[src/rtl/traffic_pkg.sv]
// Shared lamp encodings, colour decode and fault codes for the traffic light monitor.
package traffic_pkg;

  localparam logic [2:0] LAMP_R = 3'b100;
  localparam logic [2:0] LAMP_Y = 3'b010;
  localparam logic [2:0] LAMP_G = 3'b001;

  typedef enum logic [1:0] {
    COL_R,
    COL_Y,
    COL_G,
    COL_BAD
  } colour_e;

  localparam logic [2:0] FLT_NONE     = 3'd0;
  localparam logic [2:0] FLT_CONFLICT = 3'd1;
  localparam logic [2:0] FLT_EMERG    = 3'd2;
  localparam logic [2:0] FLT_ENC      = 3'd3;
  localparam logic [2:0] FLT_TRANS    = 3'd4;
  localparam logic [2:0] FLT_GREEN    = 3'd5;
  localparam logic [2:0] FLT_YEL      = 3'd6;

  typedef struct packed {
    logic [2:0] code;
    logic [1:0] dir;
  } fault_t;

  // Lamp triple {R,Y,G} to colour; anything not one-hot is BAD.
  function automatic colour_e decode_lamps(input logic [2:0] lamps);
    colour_e col;
    case (lamps)
      LAMP_R:  col = COL_R;
      LAMP_Y:  col = COL_Y;
      LAMP_G:  col = COL_G;
      default: col = COL_BAD;
    endcase
    return col;
  endfunction

endpackage

[src/rtl/lamp_dir_checker.sv]
// Per-direction checker: colour decode, run-length counters, encoding/transition/
// green/yellow checks and completed-green-phase counter.
module lamp_dir_checker
  import traffic_pkg::*;
#(
  parameter int unsigned MIN_GREEN  = 5,
  parameter int unsigned YEL_CYCLES = 1,
  parameter int unsigned CNT_W      = 16
) (
  input  logic             clk,
  input  logic             reset_n,
  input  logic [2:0]       lamps,
  input  logic             hist_v,
  input  logic             emergency_q,
  output logic             enc_fail_c,
  output logic             trans_fail_c,
  output logic             green_fail_c,
  output logic             yel_fail_c,
  output logic [CNT_W-1:0] phases
);

  localparam int unsigned GW = $clog2(MIN_GREEN + 2);
  localparam int unsigned YW = $clog2(YEL_CYCLES + 2);
  localparam logic [GW-1:0] G_SAT   = GW'(MIN_GREEN);
  localparam logic [YW-1:0] Y_EXACT = YW'(YEL_CYCLES);
  localparam logic [YW-1:0] Y_SAT   = YW'(YEL_CYCLES + 1);

  colour_e          col_c;
  colour_e          prev_col_q, prev_col_d;
  logic [GW-1:0]    green_cnt_q, green_cnt_d;
  logic [YW-1:0]    yel_cnt_q, yel_cnt_d;
  logic [CNT_W-1:0] phases_q, phases_d;

  assign col_c  = decode_lamps(lamps);
  assign phases = phases_q;

  // Counters include the current cycle, so an over-long yellow flags on the cycle it overruns.
  always_comb begin
    prev_col_d   = col_c;
    green_cnt_d  = '0;
    yel_cnt_d    = '0;
    phases_d     = phases_q;
    enc_fail_c   = (col_c == COL_BAD);
    trans_fail_c = 1'b0;
    green_fail_c = 1'b0;
    yel_fail_c   = 1'b0;

    if (col_c == COL_G) begin
      if (!hist_v || (prev_col_q != COL_G)) green_cnt_d = GW'(1);
      else if (green_cnt_q != G_SAT)        green_cnt_d = green_cnt_q + GW'(1);
      else                                  green_cnt_d = G_SAT;
    end

    if (col_c == COL_Y) begin
      if (!hist_v || (prev_col_q != COL_Y)) yel_cnt_d = YW'(1);
      else if (yel_cnt_q != Y_SAT)          yel_cnt_d = yel_cnt_q + YW'(1);
      else                                  yel_cnt_d = Y_SAT;
    end

    if (hist_v) begin
      trans_fail_c = ((prev_col_q == COL_G) && (col_c == COL_R) && !emergency_q) ||
                     ((prev_col_q == COL_R) && (col_c == COL_Y)) ||
                     ((prev_col_q == COL_Y) && (col_c == COL_G));
      green_fail_c = (prev_col_q == COL_G) && (col_c != COL_G) &&
                     (green_cnt_q < G_SAT) && !emergency_q;
      yel_fail_c   = ((col_c == COL_Y) && (yel_cnt_d > Y_EXACT)) ||
                     ((prev_col_q == COL_Y) && (col_c != COL_Y) &&
                      (yel_cnt_q != Y_EXACT) && !emergency_q);
      if ((prev_col_q == COL_G) && (col_c == COL_Y)) phases_d = phases_q + CNT_W'(1);
    end
  end

  always_ff @(posedge clk or negedge reset_n) begin
    if (!reset_n) begin
      prev_col_q  <= COL_BAD;
      green_cnt_q <= '0;
      yel_cnt_q   <= '0;
      phases_q    <= '0;
    end else begin
      prev_col_q  <= prev_col_d;
      green_cnt_q <= green_cnt_d;
      yel_cnt_q   <= yel_cnt_d;
      phases_q    <= phases_d;
    end
  end

endmodule

[src/rtl/traffic_light_monitor.sv]
// Passive safety monitor on the traffic light controller lamps: cross-direction
// and emergency checks, priority encode of all checks, sticky first-fault latch.
module traffic_light_monitor
  import traffic_pkg::*;
#(
  parameter int unsigned MIN_GREEN  = 5,
  parameter int unsigned YEL_CYCLES = 1,
  parameter int unsigned CNT_W      = 16
) (
  input  logic             clk,
  input  logic             reset_n,
  input  logic             Ra,
  input  logic             Ya,
  input  logic             Ga,
  input  logic             Rb,
  input  logic             Yb,
  input  logic             Gb,
  input  logic             emergency,
  input  logic             clear,
  output logic             fault,
  output logic [2:0]       fault_code,
  output logic [1:0]       fault_dir,
  output logic             fault_pulse,
  output logic [CNT_W-1:0] phases_a,
  output logic [CNT_W-1:0] phases_b
);

  logic [2:0] lamps_a_c, lamps_b_c;
  logic [1:0] enc_c, trans_c, green_c, yel_c;
  logic       conflict_c, emerg_fail_c, fail_c;
  fault_t     win_c;

  logic       hist_v_q, hist_v_d;
  logic       emergency_q, emergency_d;
  logic       fault_q, fault_d;
  logic       fault_pulse_q, fault_pulse_d;
  fault_t     fault_rec_q, fault_rec_d;

  assign lamps_a_c = {Ra, Ya, Ga};
  assign lamps_b_c = {Rb, Yb, Gb};

  lamp_dir_checker #(
    .MIN_GREEN (MIN_GREEN),
    .YEL_CYCLES(YEL_CYCLES),
    .CNT_W     (CNT_W)
  ) u_dir_a (
    .clk         (clk),
    .reset_n     (reset_n),
    .lamps       (lamps_a_c),
    .hist_v      (hist_v_q),
    .emergency_q (emergency_q),
    .enc_fail_c  (enc_c[0]),
    .trans_fail_c(trans_c[0]),
    .green_fail_c(green_c[0]),
    .yel_fail_c  (yel_c[0]),
    .phases      (phases_a)
  );

  lamp_dir_checker #(
    .MIN_GREEN (MIN_GREEN),
    .YEL_CYCLES(YEL_CYCLES),
    .CNT_W     (CNT_W)
  ) u_dir_b (
    .clk         (clk),
    .reset_n     (reset_n),
    .lamps       (lamps_b_c),
    .hist_v      (hist_v_q),
    .emergency_q (emergency_q),
    .enc_fail_c  (enc_c[1]),
    .trans_fail_c(trans_c[1]),
    .green_fail_c(green_c[1]),
    .yel_fail_c  (yel_c[1]),
    .phases      (phases_b)
  );

  assign fault       = fault_q;
  assign fault_code  = fault_rec_q.code;
  assign fault_dir   = fault_rec_q.dir;
  assign fault_pulse = fault_pulse_q;

  // Lowest code wins; direction bits are OR-ed across A and B for the winning code.
  always_comb begin
    hist_v_d      = 1'b1;
    emergency_d   = emergency;
    conflict_c    = (Ga | Ya) & (Gb | Yb);
    emerg_fail_c  = emergency_q && ((lamps_a_c != LAMP_R) || (lamps_b_c != LAMP_R));
    win_c.code    = FLT_NONE;
    win_c.dir     = 2'b00;

    if (conflict_c) begin
      win_c.code = FLT_CONFLICT;
      win_c.dir  = 2'b11;
    end else if (emerg_fail_c) begin
      win_c.code = FLT_EMERG;
      win_c.dir  = 2'b11;
    end else if (|enc_c) begin
      win_c.code = FLT_ENC;
      win_c.dir  = enc_c;
    end else if (|trans_c) begin
      win_c.code = FLT_TRANS;
      win_c.dir  = trans_c;
    end else if (|green_c) begin
      win_c.code = FLT_GREEN;
      win_c.dir  = green_c;
    end else if (|yel_c) begin
      win_c.code = FLT_YEL;
      win_c.dir  = yel_c;
    end

    fail_c        = (win_c.code != FLT_NONE);
    fault_pulse_d = fail_c;
    fault_d       = fault_q;
    fault_rec_d   = fault_rec_q;
    if (clear) begin
      fault_d     = 1'b0;
      fault_rec_d = '0;
    end else if (!fault_q && fail_c) begin
      fault_d     = 1'b1;
      fault_rec_d = win_c;
    end
  end

  always_ff @(posedge clk or negedge reset_n) begin
    if (!reset_n) begin
      hist_v_q      <= 1'b0;
      emergency_q   <= 1'b0;
      fault_q       <= 1'b0;
      fault_pulse_q <= 1'b0;
      fault_rec_q   <= '0;
    end else begin
      hist_v_q      <= hist_v_d;
      emergency_q   <= emergency_d;
      fault_q       <= fault_d;
      fault_pulse_q <= fault_pulse_d;
      fault_rec_q   <= fault_rec_d;
    end
  end

endmodule

[config.mk]
export PLATFORM = sky130hd
export DESIGN_NAME = traffic_light_monitor
export DESIGN_NICKNAME = d
export VERILOG_FILES = /design/src/rtl/traffic_pkg.sv /design/src/rtl/lamp_dir_checker.sv /design/src/rtl/traffic_light_monitor.sv
export SDC_FILE = /design/constraint.sdc
export NUM_CORES = 1
export LEC_CHECK = 0
export ABC_AREA = 1
export CORE_ASPECT_RATIO = 0.75
export CORE_MARGIN = 10
export CORE_UTILIZATION = 30
export DETAILED_ROUTE_END_ITERATION = 10
export GPL_ROUTABILITY_DRIVEN = 0
export GPL_TIMING_DRIVEN = 1
export SETUP_SLACK_MARGIN = 0.15
export SYNTH_ARGS = -nofsm -noshare
export SYNTH_HDL_FRONTEND = slang
export SYNTH_HIERARCHICAL = 1
export SYNTH_SLANG_ARGS = --single-unit
[constraint.sdc]
create_clock -name clk -period 2.2 [get_ports clk]
set_input_delay 0.33 -clock clk [delete_from_list [all_inputs] [get_ports clk]]
set_output_delay 0.33 -clock clk [all_outputs]
set_load 0.05 [all_outputs]
## Word level (Yosys, flattened, before mapping)

Cells that the tools add are included.

- Bits in registers: 55
- Bits of input ports: 10
- Logic and storage cells: 141
- Output and inout port bits: 39

- Magnitude comparators: 4
- Muxes and demuxes: 30
- $add $sub $neg: 6
- Equality and inequality tests: 32
- Reduce and logical (&&, ||, !) cells: 52
- Bitwise operators: 3

Operators by type and width:

| cell | number |
|---|---|
| $mux W5 | 8 |
| $add A16 B1 Y16 const B | 2 |
| $logic_and A1 B1 Y1 | 26 |
| $mux W3 | 6 |
| $eq A2 B2 Y1 const B | 6 |
| $mux W2 | 6 |
| $ne A2 B1 Y1 const B | 6 |
| $ne A2 B2 Y1 const B | 6 |
| $ne A3 B3 Y1 const B | 4 |
| $pmux W2 S3 | 2 |
| $logic_or A1 B1 Y1 | 11 |
| $eq A2 B1 Y1 const B | 4 |
| $logic_not A2 Y1 | 4 |
| $mux W1 | 8 |
| $reduce_or A2 Y1 | 4 |
| $add A3 B1 Y3 const B | 2 |
| $eq A3 B1 Y1 const B | 2 |
| $eq A3 B2 Y1 const B | 2 |
| $eq A3 B3 Y1 const B | 2 |
| $lt A3 B3 Y1 const B | 2 |
| $add A2 B1 Y2 const B | 2 |
| $gt A2 B1 Y1 const B | 2 |
| $reduce_and A2 Y1 | 2 |
| $logic_not A1 Y1 | 3 |
| other kinds (4) | 5 |

## Depth between registers and ports, before layout

Gate-level depths: netlist of run 1.

- Word-level depth: 19
- Mapped depth: 16
- Depth with buffers taken out: 16

## Hierarchy

The synthesis of run 1 kept the hierarchy.

Modules (own cells, without submodules):

| module | seq. area each (sq um) | cells each | area an instance (sq um) | times used |
|---|---|---|---|---|
| lamp_dir_checker | 578.1 | 158 | 1296.2 | 2 |
| traffic_light_monitor | 225.2 | 77 | 601.8 | 1 |

## Worst setup path after synthesis of run 1

Ideal clock, no wire load.

- Kind: reg-to-reg
- From: register u_dir_a.prev_col_q[1]
- To: register fault_rec_q, in the netlist fault_code[0]
- Data required time: 2080 ps
- Setup time: 120 ps
- Setup slack: 446 ps
- Stages on the path, launching flop included: 10
- Path buffers: 0
- Arrival: 1634 ps
- Clock period less this slack: 1754 ps
- Cell sequence: dfstp_2 nand3_4 nor3_1 nor2_2 nor3_1 o21ai_2 nand3_4 nand2_4 nand3_1 nand2_1

- Elaborated cells between the ends (all ways): 39
- Those cells by class: 1 x order compare; 3 x eq/ne; 13 x mux; 22 x reduce/logical

RTL lines:

| what | RTL line | source |
|---|---|---|
| start: declaration | lamp_dir_checker.sv:29 | `colour_e prev_col_q, prev_col_d;` |
| start signal: assignment | lamp_dir_checker.sv:80 | `prev_col_q <= prev_col_d;` |
| $eq A2 B2 Y1 | lamp_dir_checker.sv:64 | `green_fail_c = (prev_col_q == COL_G) && (col_c != COL_G) &&` |
| $logic_and A1 B1 Y1 (2 in a row) | lamp_dir_checker.sv:64 |  |
| $logic_and A1 B1 Y1 | lamp_dir_checker.sv:65 | `(green_cnt_q < G_SAT) && !emergency_q;` |
| $mux W1 | lamp_dir_checker.sv:60 | `if (hist_v) begin` |
| net green_c[0] | traffic_light_monitor.sv:29 | `logic [1:0] enc_c, trans_c, green_c, yel_c;` |
| $reduce_or A2 Y1 | traffic_light_monitor.sv:102 | `end else if (\|green_c) begin` |
| $mux W5 | traffic_light_monitor.sv:102 |  |
| $mux W5 | traffic_light_monitor.sv:99 | `end else if (\|trans_c) begin` |
| $mux W5 | traffic_light_monitor.sv:96 | `end else if (\|enc_c) begin` |
| $mux W5 | traffic_light_monitor.sv:93 | `end else if (emerg_fail_c) begin` |
| $mux W5 | traffic_light_monitor.sv:90 | `if (conflict_c) begin` |
| $reduce_bool A3 Y1 | traffic_light_monitor.sv:110 | `fail_c = (win_c.code != FLT_NONE);` |
| net fail_c | traffic_light_monitor.sv:30 | `logic conflict_c, emerg_fail_c, fail_c;` |
| $logic_and A1 B1 Y1 | traffic_light_monitor.sv:117 | `end else if (!fault_q && fail_c) begin` |
| $reduce_bool A2 Y1 (no source line) | - |  |
| end signal: assignment | traffic_light_monitor.sv:135 | `fault_rec_q <= fault_rec_d;` |
| end: declaration | traffic_light_monitor.sv:37 | `fault_t fault_rec_q, fault_rec_d;` |

The timed path passes the listed nets, and every way through them passes these cells. The select of a mux whose other input is x is not followed.
A chain may end at the register's enable or synchronous reset.

## Final worst setup path of run 1

- From: register u_dir_b.phases_q[12] (netlist: u_dir_b/phases[12])
- To: output phases_b[12]

RTL lines:

| what | RTL line | source |
|---|---|---|
| start: declaration | lamp_dir_checker.sv:32 | `logic [CNT_W-1:0] phases_q, phases_d;` |
| start signal: assignment | lamp_dir_checker.sv:83 | `phases_q <= phases_d;` |
| end: declaration | traffic_light_monitor.sv:25 | `output logic [CNT_W-1:0] phases_b` |

No word-level cell between the ends.

==> results of run 1 <==
per-layer routing:
layer / vias to the layer above / routed length [um]
met5: - / 0
met3: 8 / 482
li1: 1398 / -
met4: 0 / 57
met2: 46 / 3419
met1: 1282 / 3466
cell usage after synthesis (2+ instances only):
cell type	n
nor2_4	3
nand2_2	9
nand3_4	5
o22ai_1	2
a31oi_1	2
inv_2	6
nand3_1	29
nor2_2	3
nor4_1	2
inv_1	55
xnor2_1	12
ha_1	6
buf_8	2
nor2_1	43
nor3_1	7
nor2_8	2
xor2_1	8
nand2_4	2
dfrtp_1	51
dfstp_2	4
nand3b_1	5
nand4_1	15
xnor2_2	2
nand2_1	99
o21ai_0	4
a21oi_1	6
o21bai_1	2
worst paths after layout:
path | cells past startpoint | slack, ns | to | startpoint
max in group asynchronous | 2 | 1.52 | u_dir_a/prev_col_q[1] | reset_n
min reg2reg | 2 | 0.50 | u_dir_b/phases[15] | u_dir_b/phases[15]
min | 1 | 0.03 | fault_code[1] | reset_n
min in group clk | 1 | 0.49 | emergency_q | emergency
max | 1 | 0.27 | phases_b[12] | u_dir_b/phases[12]
max reg2reg | 12 | 0.34 | fault_code[1] | u_dir_a/prev_col_q[0]
state kept, by name, indices dropped and copies added (netlist names), 2 cells and up:
| name | cells |
|---|---|
| fault_code | 3 |
| fault_dir | 2 |
| u_dir_a/green_cnt_q | 3 |
| u_dir_a/phases | 16 |
| u_dir_a/prev_col_q | 2 |
| u_dir_a/yel_cnt_q | 2 |
| u_dir_b/green_cnt_q | 3 |
| u_dir_b/phases | 16 |
| u_dir_b/prev_col_q | 2 |
| u_dir_b/yel_cnt_q | 2 |
power groups by stage:
| stage | clock network (mW) | logic, mW | registers, mW |
|---|---|---|---|
| after global routing | 0.853 | 0.581 | 1.14 |
| after global placement | 0 | 0.528 | 1.15 |
| after CTS | 0.809 | 0.538 | 1.14 |
| after floorplan | 0 | 0.156 | 1.32 |
| after detailed placement | 0 | 0.535 | 1.16 |
| final | 0.771 | 0.539 | 1.14 |
cell type report:
class                   instances  area [sq um]
flip-flops and latches         55          1384
clock buffers                   7         132.6
repair buffers                 78         732.0
well taps                     136         170.2
multi-input cells             273          1575
fillers                      1055          6096
inverters                      62         235.2
clock inverters                 1         5.005
cell families (layout without fill, tap and decap cells):
kind of cell               count (synthesis)  count (layout)  share of synthesized area
buffers and inverters                     65             148                    0.08657
adders and majority gates                  6               6                    0.02350
other                                      1               1                   0.001174
xor gates and xnor gates                  22              22                    0.06502
AOI/OAI and AO/OA                         18              18                    0.03251
and+or+nand+nor                          226             226                     0.3588
DFF                                       55              55                     0.4324
layout by cell type, fill, tap and decap left out, types with 2 or more instances in the layout:
| cell type | count |
|---|---|
| nor3_1 | 3 |
| nand3b_1 | 5 |
| clkbuf_16 | 5 |
| inv_1 | 52 |
| nor2_8 | 2 |
| o22ai_2 | 2 |
| nor2_1 | 42 |
| o21bai_1 | 2 |
| ha_1 | 6 |
| nand3_4 | 5 |
| nor2_2 | 4 |
| buf_4 | 28 |
| dlymetal6s2s_1 | 6 |
| clkdlybuf4s50_1 | 41 |
| nand3_1 | 29 |
| o21ai_0 | 4 |
| clkbuf_1 | 2 |
| xor2_1 | 8 |
| nand2_1 | 99 |
| nand4_1 | 15 |
| nor2_4 | 3 |
| inv_2 | 9 |
| xnor2_1 | 12 |
| xnor2_2 | 2 |
| a21oi_1 | 5 |
| dfrtp_2 | 2 |
| a31oi_1 | 2 |
| nand2_4 | 2 |
| dfstp_2 | 4 |
| nor3_2 | 4 |
| nand2_2 | 9 |
| nor4_1 | 2 |
| dfrtp_1 | 49 |
timing repair:
item / 4_1_cts / 5_1_grt
pin swaps: 0 / 4
buffers inserted: 0 / 3
hold buffers: 0 / 0
resized for setup: 2 / 18
endpoints found under the setup margin: 7 / 7
through the flow:
stage               total power, mW  cell area, sq um  TNS, ns  utilization  worst slack, ns
floorplan                     1.471              3194        0            -           0.4463
global placement              1.682              4014  -0.9622       0.3886          -0.1422
detailed placement            1.691              4014   -1.481       0.3886          -0.2242
CTS                           2.483              4163        0       0.4030           0.1622
global route                  2.579              4234        0       0.4099           0.1296
finish                        2.445              4234        0       0.4099           0.2740
==> reports/qor.yml, run 1 <==
setup_path:
  worstPathRequired_ns: 1.87
  critPathLaunchType: "flop"
  crit_path_end_kind: "primary output"
  max_stage_delay_ns: 0.85
  critPathBufInv: 1
  arrival_ns: 1.60
  cp_cell_sequence: "clkdlybuf4s50_1"
  crit_family: "buffers and inverters"
  path_max_fanout: 6
  worstSetupPathType: "flop to primary output"
  crit_path_top_delay_cell: "clkdlybuf4s50_1"
clock_network:
  worstSkewPairLatency_ns: 0.29
  h-tree-depth: 2
  cts_inserted_buffers: 5
  cts.sinks: 55
  root_buffer: "clkbuf_16"
  cts_buffer_depth: 2
  clk_transition_reported_paths_ns: 0.07
  cts_tree: "built"
sta:
  grt_setup_unrepaired: "no"
  period_needed_ns: 1.926
  setup_violations: 0
  layout_worst_path_cycle_share: 0.8755
  drv_slew: 0
  max_freq_ghz: 0.5192
  hold_ws_ns: 0.03052
  max_slew_margin: 0.6185
  finalHoldViolCount: 0
  clock_skew_ns: 0.006644
  tightestPinTransition_ns: 0.5722
global_routing:
  grt_pass1_vias: 2664
  grtUsageTotal: 0.09672
  grt_first_pass_wirelength_mm: 12.36
  use_met2: 0.1592
  globalRouteMet1Util: 0.1183
  gr-total-overflow: 0
  antenna_found_initial: 0
  grt_max_degree: 33
  grt_busiest_layer: "met2"
  grt_use_met3: 0.03619
place:
  port_buffers: 48
  hpwl_mm: 5.698
  dpl.cell_count: 601
yosys:
  ys.flop_type: "dfrtp_1"
  synth_area_sq_um: 3194
  synth_seq_cells: 55
  ys_async_sr_fraction: 1.000
  ys_types: 34
  ys_seq_area_frac: 0.4324
  syn-mean-instance-area_sq_um: 8.128
  ys_warn_count: 6
  synth_area_leader_cell: "dfrtp_1"
  syn-num-nets: 409
  synth_top_area_frac: 0.3995
  yosys-top-cells-area: "dfrtp_1 (40%), nand2_1 (12%), inv_1 (6.5%), nor2_1 (5.1%), nand3_1 (4.5%)"
  syn_inst: 393
  synth_edf_count: 0
finish:
  antennaDiodeCount: 0
  syn_to_final_growth_pct: 32.55
  fin_cells: 612
  drive_above_1_share: 0.1891
  layout.nets: 491
floorplan:
  die_x_um: 139.2
  core_sq_um: 10330
  dieArea_sq_um: 15220
  std_cell_rows: 32
  ioPinCount: 49
  die-height_um: 109.4
  initial_utilization: 0.3092
power_and_ir_drop:
  sequentialPowerShare: 0.464
  p_sw_uw: 757.0
  pwr-share-comb: 0.220
  p_per_area_nw_per_um2: 577.5
  switching_share: 0.3096
  p_clk_frac: 0.315
  ir_drop_uv: 423.6
  internal_power_mw: 1.688
  p_leak_nw: 2.057
drt:
  drt_wl_total_mm: 7.426
  via_per_inst: 4.467
  drtPass1Iterations: 4
  ant_nets: 0
  drcViolationCount: 0
  wl_per_cell_um: 12.13
  drt_iter0_markers: 118
  vias: 2734
worst_hold_path:
  hold_path_class: "input port to async pin"
run:
  cap_violations: 0
status:
  outcome: "finished clean"
Note: power is estimated with default switching activity, not from simulation.
==> run 2: changes to the inputs <==
--- a/config.mk
+++ b/config.mk
@@ -14,4 +14,5 @@
 export GPL_TIMING_DRIVEN = 1
 export SETUP_SLACK_MARGIN = 0.15
+export SKIP_CTS_REPAIR_TIMING = 1
 export SYNTH_ARGS = -nofsm -noshare
 export SYNTH_HDL_FRONTEND = slang
==> constraint.sdc (replaced) <==
create_clock -name clk -period 2.2 [get_ports clk]
set_input_delay 0.55 -clock clk [delete_from_list [all_inputs] [get_ports clk]]
set_output_delay 0.55 -clock clk [all_outputs]
set_load 0.05 [all_outputs]
==> reports/qor.yml, run 2 (synthesized netlist as in run 1, its figures left out) <==
setup_path:
  cp-endpoint: "fault_dir[1]"
  crit_family: "buffers and inverters"
  rr_worst_depth: 12  # unchanged
  cp_cell_sequence: "clkdlybuf4s50_1"
  worstSetupPathType: "flop to primary output"
  crit_start: "fault_dir[1]"
  ff2ff_setup_slack_ns: 0.30  # -0.04 ns
  arrival_ns: 1.45  # -0.15 ns
  worstReg2RegStart: "hist_v_q"
  cp.depth: 1  # unchanged
  rr_endpoint: "fault_code[0]"
  worstPathRequired_ns: 1.65  # -0.22 ns
  crit_path_end_kind: "primary output"
  crit_path_top_delay_cell: "clkdlybuf4s50_1"
  max_stage_delay_ns: 0.81  # -0.04 ns
  path_max_fanout: 2  # -4
  critPathLaunchType: "flop"
  critPathBufInv: 1  # unchanged
finish:
  antennaDiodeCount: 0  # unchanged
  drive_above_1_share: 0.2046  # +0.01557
  stdcell_area_sq_um: 4304  # +1.7%
  syn_to_final_growth_pct: 34.74
  final_common_cell: "nand2_1"
  layout_common_cells: "nand2_1 (98), inv_1 (52), dfrtp_1 (50), nor2_1 (41), dlymetal6s2s_1 (35)"
  fin_cells: 610  # -0.33%
  layout.nets: 489  # -0.41%
sta:
  max_freq_ghz: 0.4990  # -3.9%
  tightestPinTransition_ns: 0.5617  # -0.01053 ns
  clock_skew_ns: 0.004851  # -0.001792 ns
  setup_violations: 0  # unchanged
  setup-tns-final_ns: 0  # unchanged
  period_needed_ns: 2.004  # +0.07816 ns
  layout_worst_path_cycle_share: 0.9110  # +0.03553
  max_slew_margin: 0.6255  # +0.007019
  grt_setup_unrepaired: "no"
  finalHoldViolCount: 0  # unchanged
  drv_slew: 0  # unchanged
  fin_ws_ns: 0.1958  # -0.07816 ns
drt:
  vias: 2674  # -2.2%
  drtPass1Iterations: 4  # unchanged
  drcViolationCount: 0  # unchanged
  wl_per_cell_um: 12.12  # -0.12%
  via_per_inst: 4.384  # -1.9%
  drt_wl_total_mm: 7.393  # -0.44%
  ant_nets: 0  # unchanged
  drt_iter0_markers: 138  # +17%
floorplan:
  initial_utilization: 0.3092  # unchanged
  die-height_um: 109.4  # unchanged
  die_x_um: 139.2  # unchanged
  std_cell_rows: 32  # unchanged
  core_sq_um: 10330  # unchanged
  dieArea_sq_um: 15220  # unchanged
  ioPinCount: 49  # unchanged
global_routing:
  antenna_found_initial: 0  # unchanged
  grt_first_pass_wirelength_mm: 12.32  # -0.39%
  grtUsageTotal: 0.09613  # -0.0005887
  gr-total-overflow: 0  # unchanged
  grt_pass1_vias: 2570  # -3.5%
  grt_max_degree: 33  # unchanged
power_and_ir_drop:
  p_leak_nw: 2.560  # +24%
  ir_drop_uv: 322.5  # -24%
  p_per_area_nw_per_um2: 566.9  # -1.8%
place:
  hpwl_mm: 5.621  # -1.3%
  dpl.cell_count: 601  # unchanged
  port_buffers: 48  # unchanged
  dpl-instance-area_sq_um: 3999  # -0.37%
  place_ws_ns: -0.4421  # -0.2180 ns
worst_hold_path:
  hold_path_class: "input port to async pin"
clock_network:
  cts_buffer_depth: 2  # unchanged
  cts_tree: "built"
  worstSkewPairLatency_ns: 0.29  # about the same
  cts_inserted_buffers: 5  # unchanged
  clk_transition_reported_paths_ns: 0.07  # about the same
  root_buffer: "clkbuf_16"
  cts.sinks: 55  # unchanged
  h-tree-depth: 2  # unchanged
status:
  outcome: "finished clean"
run:
  cap_violations: 0  # unchanged
-- run 2: cell count changes in the layout (fill, tap and decap cells not counted), sizes merged --
cell / delta
clkinv: +2
dlymetal6s2s: +29
buf: +4
clkbuf: -2
clkdlybuf4s50: -35
-- run 2: worst min path at each step --
stage	start	endpoint	slack, ns	cells after the start
detailed placement	fault_code[1]	fault_code[1]	0.50	2
floorplan	reset_n	emergency_q	0.25	0
global placement	u_dir_b/phases[15]	u_dir_b/phases[15]	0.49	2
global route	reset_n	u_dir_b/phases[3]	0.29	1
CTS	reset_n	fault_code[1]	0.27	1
finish	reset_n	fault	0.25	1
-- run 2: metal layers --
layer,track usage,share of wire,up-vias
li1,-,-,1397
met1,0.1263,0.49,1231
met2,0.1464,0.45,44
met3,0.03878,0.056,2
met4,0.02006,0.0030,0
met5,0,0,-
-- run 2: power breakdown --
group / switching, mW / internal (mW) / total, mW
registers: 0.0616 / 1.07 / 1.13
logic: 0.346 / 0.186 / 0.532
clock network: 0.357 / 0.417 / 0.774
-- run 2: through the flow --
step,hold slack (ns),utilization,power [mW]
detailed placement,0.4951,0.3871,1.684
global route,0.2934,0.4167,2.588
floorplan,0.2544,-,1.471
CTS,0.2722,0.4007,2.475
finish,0.2488,0.4167,2.440
global placement,0.4931,0.3871,1.678
-- run 2: area by class of cell --
| cell class | count | area [sq um] |
|---|---|---|
| Sequential cell | 55 | 1383 |
| Clock buffer | 5 | 125.1 |
| Multi-Input combinational cell | 273 | 1602 |
| Tap cell | 136 | 170.2 |
| Clock inverter | 3 | 15.01 |
| Inverter | 62 | 235.2 |
| Timing Repair Buffer | 76 | 774.5 |
| Fill cell | 1060 | 6026 |
==> run 3: changes to the inputs <==
Settings changed: CORE_ASPECT_RATIO 0.75 to 0.9, CTS_CLUSTER_DIAMETER set to 120.
==> reports/qor.yml, run 3 (synthesized netlist as in run 1, its figures left out) <==
clock_network:
  root_buffer: "clkbuf_16"
  h-tree-depth: 2  # unchanged
  cts.sinks: 55  # unchanged
  cts_inserted_buffers: 5  # unchanged
  clk_transition_reported_paths_ns: 0.07  # about the same
  worstSkewPairLatency_ns: 0.29  # about the same
  cts_buffer_depth: 2  # unchanged
  cts_tree: "built"
place:
  port_buffers: 48  # unchanged
  hpwl_mm: 5.569  # -0.93%
  place_ws_ns: -0.3806  # +0.06154 ns
setup_path:
  worstPathRequired_ns: 1.65  # about the same
  crit_start: "fault_dir[1]"
  rr_endpoint: "fault_code[0]"
  ff2ff_setup_slack_ns: 0.30  # about the same
  worstReg2RegStart: "u_dir_a/prev_col_q[1]"
  max_stage_delay_ns: 0.81  # about the same
  path_max_fanout: 2  # unchanged
  arrival_ns: 1.45  # about the same
  cp_cell_sequence: "clkdlybuf4s50_1"
  crit_path_top_delay_cell: "clkdlybuf4s50_1"
  worstSetupPathType: "flop to primary output"
  critPathLaunchType: "flop"
  crit_family: "buffers and inverters"
  crit_path_end_kind: "primary output"
  critPathBufInv: 1  # unchanged
  rr_worst_depth: 13  # +1
drt:
  drt_wl_total_mm: 7.380  # -0.18%
  via_per_inst: 4.521  # +3.1%
  ant_nets: 0  # unchanged
  wl_per_cell_um: 12.18  # +0.48%
  vias: 2740  # +2.5%
  drtPass1Iterations: 5  # +1
  drt_iter0_markers: 156  # +13%
  drcViolationCount: 0  # unchanged
power_and_ir_drop:
  pwr-share-comb: 0.209  # -0.009
  sequentialPowerShare: 0.445  # -0.020
  p_per_area_nw_per_um2: 590.0  # +4.1%
  ir_drop_uv: 539.2  # +67%
  p_leak_nw: 2.584  # +0.94%
  switching_share: 0.2937  # -0.01970
  internal_power_mw: 1.801  # +7.5%
  p_sw_uw: 748.6  # -2.1%
  p_clk_frac: 0.346  # +0.029
floorplan:
  dieArea_sq_um: 15180  # -0.25%
  initial_utilization: 0.3091  # about the same
  die_x_um: 128.8  # -7.5%
  die-height_um: 117.9  # +7.8%
  ioPinCount: 49  # unchanged
  std_cell_rows: 35  # +9.4%
  core_sq_um: 10330  # about the same
finish:
  syn_to_final_growth_pct: 35.25
  drive_above_1_share: 0.2013  # -0.003383
  layout_common_cells: "nand2_1 (99), inv_1 (53), dfrtp_1 (49), nor2_1 (42)"
  layout.nets: 492  # +0.61%
  antennaDiodeCount: 0  # unchanged
  final_core_util: 0.4180  # +0.001372
  fillCellCount: 1035  # -2.4%
  final_common_cell: "nand2_1"
sta:
  layout_worst_path_cycle_share: 0.9079  # -0.003132
  period_needed_ns: 1.997  # -0.006890 ns
  setup_violations: 0  # unchanged
  tightestPinTransition_ns: 0.5247  # -0.03695 ns
  clock_skew_ns: 0.008900  # +0.004049 ns
  fin_ws_ns: 0.2027  # +0.006890 ns
  grt_setup_unrepaired: "yes"
  max_slew_margin: 0.6496  # +0.02406
  finalHoldViolCount: 0  # unchanged
  drv_slew: 0  # unchanged
  max_freq_ghz: 0.5007  # +0.34%
  setup-tns-final_ns: 0  # unchanged
global_routing:
  grt_first_pass_wirelength_mm: 12.47  # +1.2%
  antenna_found_initial: 0  # unchanged
  gr-total-overflow: 0  # unchanged
  grt_max_degree: 56  # +70%
  grtUsageTotal: 0.09589  # -0.0002412
  grt_pass1_vias: 2660  # +3.5%
status:
  outcome: "finished clean"
run:
  cap_violations: 0  # unchanged
worst_hold_path:
  hold_path_class: "input port to async pin"
run 3: metal layers:
metal	global-route usage	share of wire	up-vias	wire, um
li1	-	-	1405	-
met5	0	0	-	0
met1	0.1183	0.45	1283	3298
met2	0.1554	0.48	50	3558
met4	0.01705	0.0031	0	23
met3	0.03692	0.068	2	500
run 3: layout make-up:
| class | count | area (sq um) | share of cell area |
|---|---|---|---|
| inverters | 62 | 235.2 | 0.05445 |
| flip-flops and latches | 55 | 1384 | 0.3203 |
| well taps | 129 | 161.4 | 0.03736 |
| multi-input cells | 273 | 1582 | 0.3661 |
| repair buffers | 79 | 795.8 | 0.1842 |
| clock inverters | 1 | 30.03 | 0.006950 |
| clock buffers | 7 | 132.6 | 0.03070 |
run 3: how the worst max path moves through the flow:
stage | to | slack (ns) | depth (start not counted)
2_1_floorplan | fault | 0.28 | 13
3_3_place_gp | fault | -0.37 | 10
3_5_place_dp | fault_code[0] | -0.38 | 12
4_1_cts | fault_code[0] | -0.08 | 12
5_1_grt | fault_dir[0] | 0.14 | 13
6_report | fault_dir[1] | 0.20 | 1
run 3: power by group through the flow:
| stage | clock, mW | sequential [mW] | combinational [mW] |
|---|---|---|---|
| 3_3_place_gp | 0 | 1.16 | 0.529 |
| 5_1_grt | 0.959 | 1.15 | 0.578 |
| 6_report | 0.882 | 1.14 | 0.533 |
| 4_1_cts | 0.917 | 1.14 | 0.538 |
| 3_5_place_dp | 0 | 1.16 | 0.536 |
| 2_1_floorplan | 0 | 1.32 | 0.156 |
run 3: metrics by stage:
| stage | hold slack, ns | std cells | power [mW] | area [sq um] |
|---|---|---|---|---|
| floorplan | 0.2544 | 393 | 1.471 | 3194 |
| global placement | 0.4884 | 598 | 1.685 | 4020 |
| detailed placement | 0.4949 | 598 | 1.692 | 4020 |
| CTS | 0.2724 | 606 | 2.593 | 4183 |
| global route | 0.2761 | 606 | 2.685 | 4320 |
| finish | 0.2478 | 606 | 2.549 | 4320 |
==> edit 1 (settings of run 2) <==
Add an input register stage for `Ga`, with the module's reset; this delays it by one clock. The other inputs are not delayed to match.
--- a/src/rtl/traffic_light_monitor.sv
+++ b/src/rtl/traffic_light_monitor.sv
@@ -25,6 +25,16 @@
   output logic [CNT_W-1:0] phases_b
 );
 
+  logic Ga_q;
+
+  always_ff @(posedge clk or negedge reset_n) begin
+    if (!reset_n) begin
+      Ga_q <= '0;
+    end else begin
+      Ga_q <= Ga;
+    end
+  end
+
   logic [2:0] lamps_a_c, lamps_b_c;
   logic [1:0] enc_c, trans_c, green_c, yel_c;
   logic       conflict_c, emerg_fail_c, fail_c;
@@ -36,7 +46,7 @@
   logic       fault_pulse_q, fault_pulse_d;
   fault_t     fault_rec_q, fault_rec_d;
 
-  assign lamps_a_c = {Ra, Ya, Ga};
+  assign lamps_a_c = {Ra, Ya, Ga_q};
   assign lamps_b_c = {Rb, Yb, Gb};
 
   lamp_dir_checker #(
@@ -82,7 +92,7 @@
   always_comb begin
     hist_v_d      = 1'b1;
     emergency_d   = emergency;
-    conflict_c    = (Ga | Ya) & (Gb | Yb);
+    conflict_c    = (Ga_q | Ya) & (Gb | Yb);
     emerg_fail_c  = emergency_q && ((lamps_a_c != LAMP_R) || (lamps_b_c != LAMP_R));
     win_c.code    = FLT_NONE;
     win_c.dir     = 2'b00;
Formal check against the unedited RTL: not equivalent (a bounded check fails within 4 cycles, from zero or initial values and one cycle with reset_n low).
==> edit 1 against run 2 <==
Total power up 2.2%; largest power group unchanged; design area up 1.2%; count of clock-buffer cells in the layout up 2; setup slack worse by 0.0022 ns; routed wire length increased by 1.7%; synthesized cell count rose by 0.25%; largest cell class unchanged; hold slack improved by 0.017 ns; sequential cell count up 1; synthesized area is 0.78% higher.
==> edit 1: results (changes against run 2) <==
.. list-table::
   :header-rows: 1

   * - Metric
     - Value
   * - Syn nets
     - 410 (+0.24%)
   * - Proportion of register bits with asynchronous set or reset after synthesis
     - 100% (unchanged)
   * - Antenna Cells
     - 0 (unchanged)
   * - Deepest clock path buffer count
     - 2 (unchanged)
   * - Family with the most delay on the worst path
     - buffers and inverters
   * - Antenna violations before repair
     - 0 (unchanged)
   * - Leakage power total
     - 2.64 nW (+3.2%)
   * - Sequential element share of the synthesized area
     - 43.7% (+0.44 points)
   * - Min-delay worst type
     - input pin to asynchronous set/reset pin
   * - First-pass GRT wire length
     - 12.5 mm (+1.7%)
   * - CTS clk-pin slew, worst paths
     - 0.07 ns (about the same)
   * - Leading post-synthesis cells by instance count
     - sky130_fd_sc_hd__nand2_1 (99), sky130_fd_sc_hd__inv_1 (55), sky130_fd_sc_hd__dfrtp_1 (52)
   * - Detailed-route wire length per cell
     - 12.2 µm (+1.0%)
   * - Synth warn
     - 6 (unchanged)
   * - Worst vdd rail ir drop
     - 0.423 mV (+31%)
   * - Overall routing resource usage
     - 9.92% (+0.31 points)
   * - Commonest register cell after synthesis
     - sky130_fd_sc_hd__dfrtp_1
   * - Vias in the first global route
     - 2596 (+1.0%)
   * - Final net count
     - 493 (+0.82%)
   * - Maximum number of pins on one net before global-route repair
     - 31 (-6.1%)
   * - Post-synth EDFFs
     - 0 (unchanged)
   * - Uppermost routed layer
     - met4
   * - Via-to-Cell Ratio
     - 4.40 (+0.39%)
   * - Met2 Routed Length
     - 3.43 mm (+2.7%)
   * - Global-route track usage on met3
     - 2.93% (-0.95 points)
   * - Proportion of layout cells with a drive suffix above 1
     - 19.9% (-0.59 points)
   * - Placement-stage worst setup slack
     - -0.398 ns (+0.0446 ns)
   * - Detail Route met3 WL
     - 267 µm (-35%)
   * - Worst-margin pin slew
     - 0.524 ns (-0.0372 ns)
   * - Distinct cell type count of the synthesized netlist
     - 34 (unchanged)
   * - Detailed router's first-iteration violation count
     - 142 (+2.9%)
   * - Cell types occupying the most area after synthesis
     - sky130_fd_sc_hd__dfrtp_1 (40%), sky130_fd_sc_hd__nand2_1 (12%), sky130_fd_sc_hd__inv_1 (6.4%)
   * - Slowest cell on the critical path
     - sky130_fd_sc_hd__clkdlybuf4s50_1
   * - GR met1 Demand/Resource
     - 12.4% (-0.23 points)
   * - Clock latency at the later pin of the worst-skew pair
     - 0.29 ns (about the same)
   * - Standard cell area after detailed placement
     - 4020 µm² (+0.63%)
   * - Detailed placement HPWL
     - 5.76 mm (+2.4%)
   * - Run status
     - finished, final reports clean
   * - Metal-1 WL
     - 3.73 mm (+3.1%)
   * - Max stage delay on crit path
     - 0.81 ns (about the same)
   * - Die X
     - 140 µm (+0.33%)
   * - Initial DRT Pass Iterations
     - 4 (unchanged)
   * - Fin Clk Skew
     - 0.00706 ns (+0.00221 ns)
   * - Met2 Resource Use GR
     - 16.0% (+1.4 points)
-- edit 1: area by class of cell --
cell class	count	area, µm²
fill	1032	6010
multi-input combinational	273	1600
sequential	56	1410
timing repair buffer	79	793
inverter	62	235
tap	136	170
clock buffer	7	143
clock inverter	1	7.51
-- edit 1: cell families (layout without fill, tap and decap cells) --
logic type / Yosys count / in the layout / synth area share (%)
flip-flops: 56 / 56 / 43.7
other: 1 / 1 / 0.116
XOR/XNOR: 22 / 22 / 6.45
adder cells (fa/ha/maj): 6 / 6 / 2.33
AND/OR/NAND/NOR: 226 / 226 / 35.6
AO/OA/AOI/OAI: 18 / 18 / 3.23
buffers and inverters: 65 / 149 / 8.59
-- edit 1: power by group --
group / switching (mW) / internal (mW)
sequential: 0.0635 / 1.09
combinational: 0.338 / 0.182
clock: 0.366 / 0.455
-- edit 1: metrics by stage --
step	hold WS [ns]	cells	power (mW)	TNS, ns
floorplan	0.254	394	1.48	0
global placement	0.492	603	1.68	-2.08
detailed placement	0.492	603	1.69	-2.58
CTS	0.281	611	2.53	-0.527
global route	0.290	614	2.63	0
finish	0.266	614	2.49	0
-- edit 1: final timing paths --
check	cells past startpoint	slack [ns]	endpoint	start
worst max-delay path	1	0.19	fault_dir[1]	fault_dir[1]$_DFFE_PN0P_
worst min-delay path	2	0.27	u_dir_a/green_cnt_q[1]$_DFF_PN0_	reset_n
worst max register to register	12	0.35	fault_code[2]$_DFFE_PN0P_	Ga_q$_DFF_PN0_
worst min register to register	2	0.50	fault_code[0]$_DFFE_PN0P_	fault_code[0]$_DFFE_PN0P_
max in group asynchronous	2	1.59	u_dir_b/prev_col_q[0]$_DFF_PN1_	reset_n
min in group clk	2	0.50	fault_code[0]$_DFFE_PN0P_	fault_code[0]$_DFFE_PN0P_
==> edit 2 (flow settings as in run 2) <==
Made on the original files. `CNT_W` is set to 16 in 2 places; all go to 14.
--- a/src/rtl/lamp_dir_checker.sv
+++ b/src/rtl/lamp_dir_checker.sv
@@ -5,7 +5,7 @@
 #(
   parameter int unsigned MIN_GREEN  = 5,
   parameter int unsigned YEL_CYCLES = 1,
-  parameter int unsigned CNT_W      = 16
+  parameter int unsigned CNT_W      = 14
 ) (
   input  logic             clk,
   input  logic             reset_n,
--- a/src/rtl/traffic_light_monitor.sv
+++ b/src/rtl/traffic_light_monitor.sv
@@ -5,7 +5,7 @@
 #(
   parameter int unsigned MIN_GREEN  = 5,
   parameter int unsigned YEL_CYCLES = 1,
-  parameter int unsigned CNT_W      = 16
+  parameter int unsigned CNT_W      = 14
 ) (
   input  logic             clk,
   input  logic             reset_n,
Interface: changed (resized phases_a and phases_b); port bits go from 49 to 45. The function was not compared with the original's and may differ.
==> edit 2 against run 2 <==
Non-clock buffer count down 3; routed wire length shrank 1.2%; die area decreased by 4.9%; synthesized area decreased by 5.9%; design area shrank 4.8%; setup slack gained 0.0033 ns; clock power increased by 30%; sequential cell count decreased by 4; total power grew 3.3%; synthesized cell count is 1.5% lower; critical path type unchanged; critical endpoint is now fault_code[1].
==> edit 2: results (changes against run 2) <==
.. list-table::
   :header-rows: 1

   * - Metric
     - Value
   * - Number of port buffers
     - 44 (-8.3%)
   * - Die area
     - 14500 µm² (-4.9%)
   * - Syn nets
     - 403 (-1.5%)
   * - Leading post-synthesis cells by instance count
     - sky130_fd_sc_hd__nand2_1 (118), sky130_fd_sc_hd__inv_1 (50), sky130_fd_sc_hd__dfrtp_1 (47)
   * - Total clock sinks
     - 51 (-7.3%)
   * - Met2 Resource Use GR
     - 14.0% (-0.65 points)
   * - Number of non-clock inverters in the layout
     - 57 (-8.1%)
   * - Number of non-clock buffers
     - 73 (-3.9%)
   * - Run status
     - finished, final reports clean
   * - Worst vdd rail ir drop
     - 0.444 mV (+38%)
   * - FF/Latch Area
     - 1280 µm² (-7.1%)
   * - Detailed placement HPWL
     - 5.34 mm (-5.0%)
   * - Number of placed instances with taps included
     - 585 (-2.7%)
   * - GR met1 Demand/Resource
     - 13.6% (+0.96 points)
   * - Vias in the first global route
     - 2440 (-5.1%)
   * - Clk tree area frac
     - 4.70% (+1.4 points)
   * - Filler Cell Count
     - 951 (-10%)
   * - Via-to-Cell Ratio
     - 4.45 (+1.6%)
   * - Leakage power total
     - 2.33 nW (-9.2%)
   * - Post-route cell area
     - 4100 µm² (-4.8%)
   * - Detail Route met3 WL
     - 381 µm (-7.3%)
   * - Cell types occupying the most area after synthesis
     - sky130_fd_sc_hd__dfrtp_1 (39%), sky130_fd_sc_hd__nand2_1 (15%), sky130_fd_sc_hd__inv_1 (6.2%)
   * - Detailed router's first-iteration violation count
     - 135 (-2.2%)
   * - Worst-margin pin slew
     - 0.522 ns (-0.0401 ns)
   * - Total via count after detailed routing
     - 2659 (-0.56%)
   * - Post-synthesis xor/xnor area fraction
     - 5.24% (-1.3 points)
   * - Synth Area in Compound Gates
     - 2.70% (-0.55 points)
   * - First-pass GRT wire length
     - 11.8 mm (-4.0%)
   * - Placement-stage worst setup slack
     - -0.539 ns (-0.0967 ns)
   * - Proportion of layout cells with a drive suffix above 1
     - 20.6% (+0.18 points)
   * - Sequential element share of the synthesized area
     - 42.6% (-0.63 points)
   * - Standard cell area after detailed placement
     - 3760 µm² (-6.1%)
   * - Maximum number of pins on one net before global-route repair
     - 52 (+58%)
   * - Total detailed-routing wirelength
     - 7.30 mm (-1.2%)
   * - Metal-1 WL
     - 3.71 mm (+2.4%)
-- edit 2: changes by cell type in the layout (fill, tap and decap cells not counted), moves of 3 or more --
cell | run 2 | this run
sky130_fd_sc_hd__nand2_1 | 98 | 118
sky130_fd_sc_hd__nand3_4 | 5 | 2
sky130_fd_sc_hd__clkinv_2 | 3 | 0
sky130_fd_sc_hd__o21ai_2 | 0 | 3
sky130_fd_sc_hd__inv_2 | 9 | 6
sky130_fd_sc_hd__dfrtp_1 | 50 | 45
sky130_fd_sc_hd__nor2_1 | 41 | 36
sky130_fd_sc_hd__dlymetal6s2s_1 | 35 | 31
sky130_fd_sc_hd__nand4_1 | 15 | 11
sky130_fd_sc_hd__buf_4 | 32 | 35
sky130_fd_sc_hd__nor2_4 | 3 | 6
sky130_fd_sc_hd__nand2_2 | 10 | 7
-- edit 2: path summary, 6_finish.rpt --
| check | from | end | slack, ns | depth (start not counted) |
|---|---|---|---|---|
| setup reg to reg | u_dir_b/prev_col_q[1]$_DFF_PN1_ | fault_code[2]$_DFFE_PN0P_ | 0.25 | 13 |
| setup / recovery | fault_code[1]$_DFFE_PN0P_ | fault_code[1] | 0.20 | 1 |
| max in group asynchronous | reset_n | u_dir_b/prev_col_q[0]$_DFF_PN1_ | 1.65 | 2 |
| hold reg to reg | fault_code[0]$_DFFE_PN0P_ | fault_code[0]$_DFFE_PN0P_ | 0.51 | 2 |
| min in group clk | fault_code[0]$_DFFE_PN0P_ | fault_code[0]$_DFFE_PN0P_ | 0.51 | 2 |
| hold / removal | reset_n | u_dir_a/green_cnt_q[0]$_DFF_PN0_ | 0.25 | 2 |
-- edit 2: where the power goes --
group	leakage, nW	switching [mW]	internal [mW]
clock	0.0900	0.355	0.652
sequential	0.655	0.0625	0.990
combinational	1.58	0.302	0.159
total	2.33	0.720	1.80
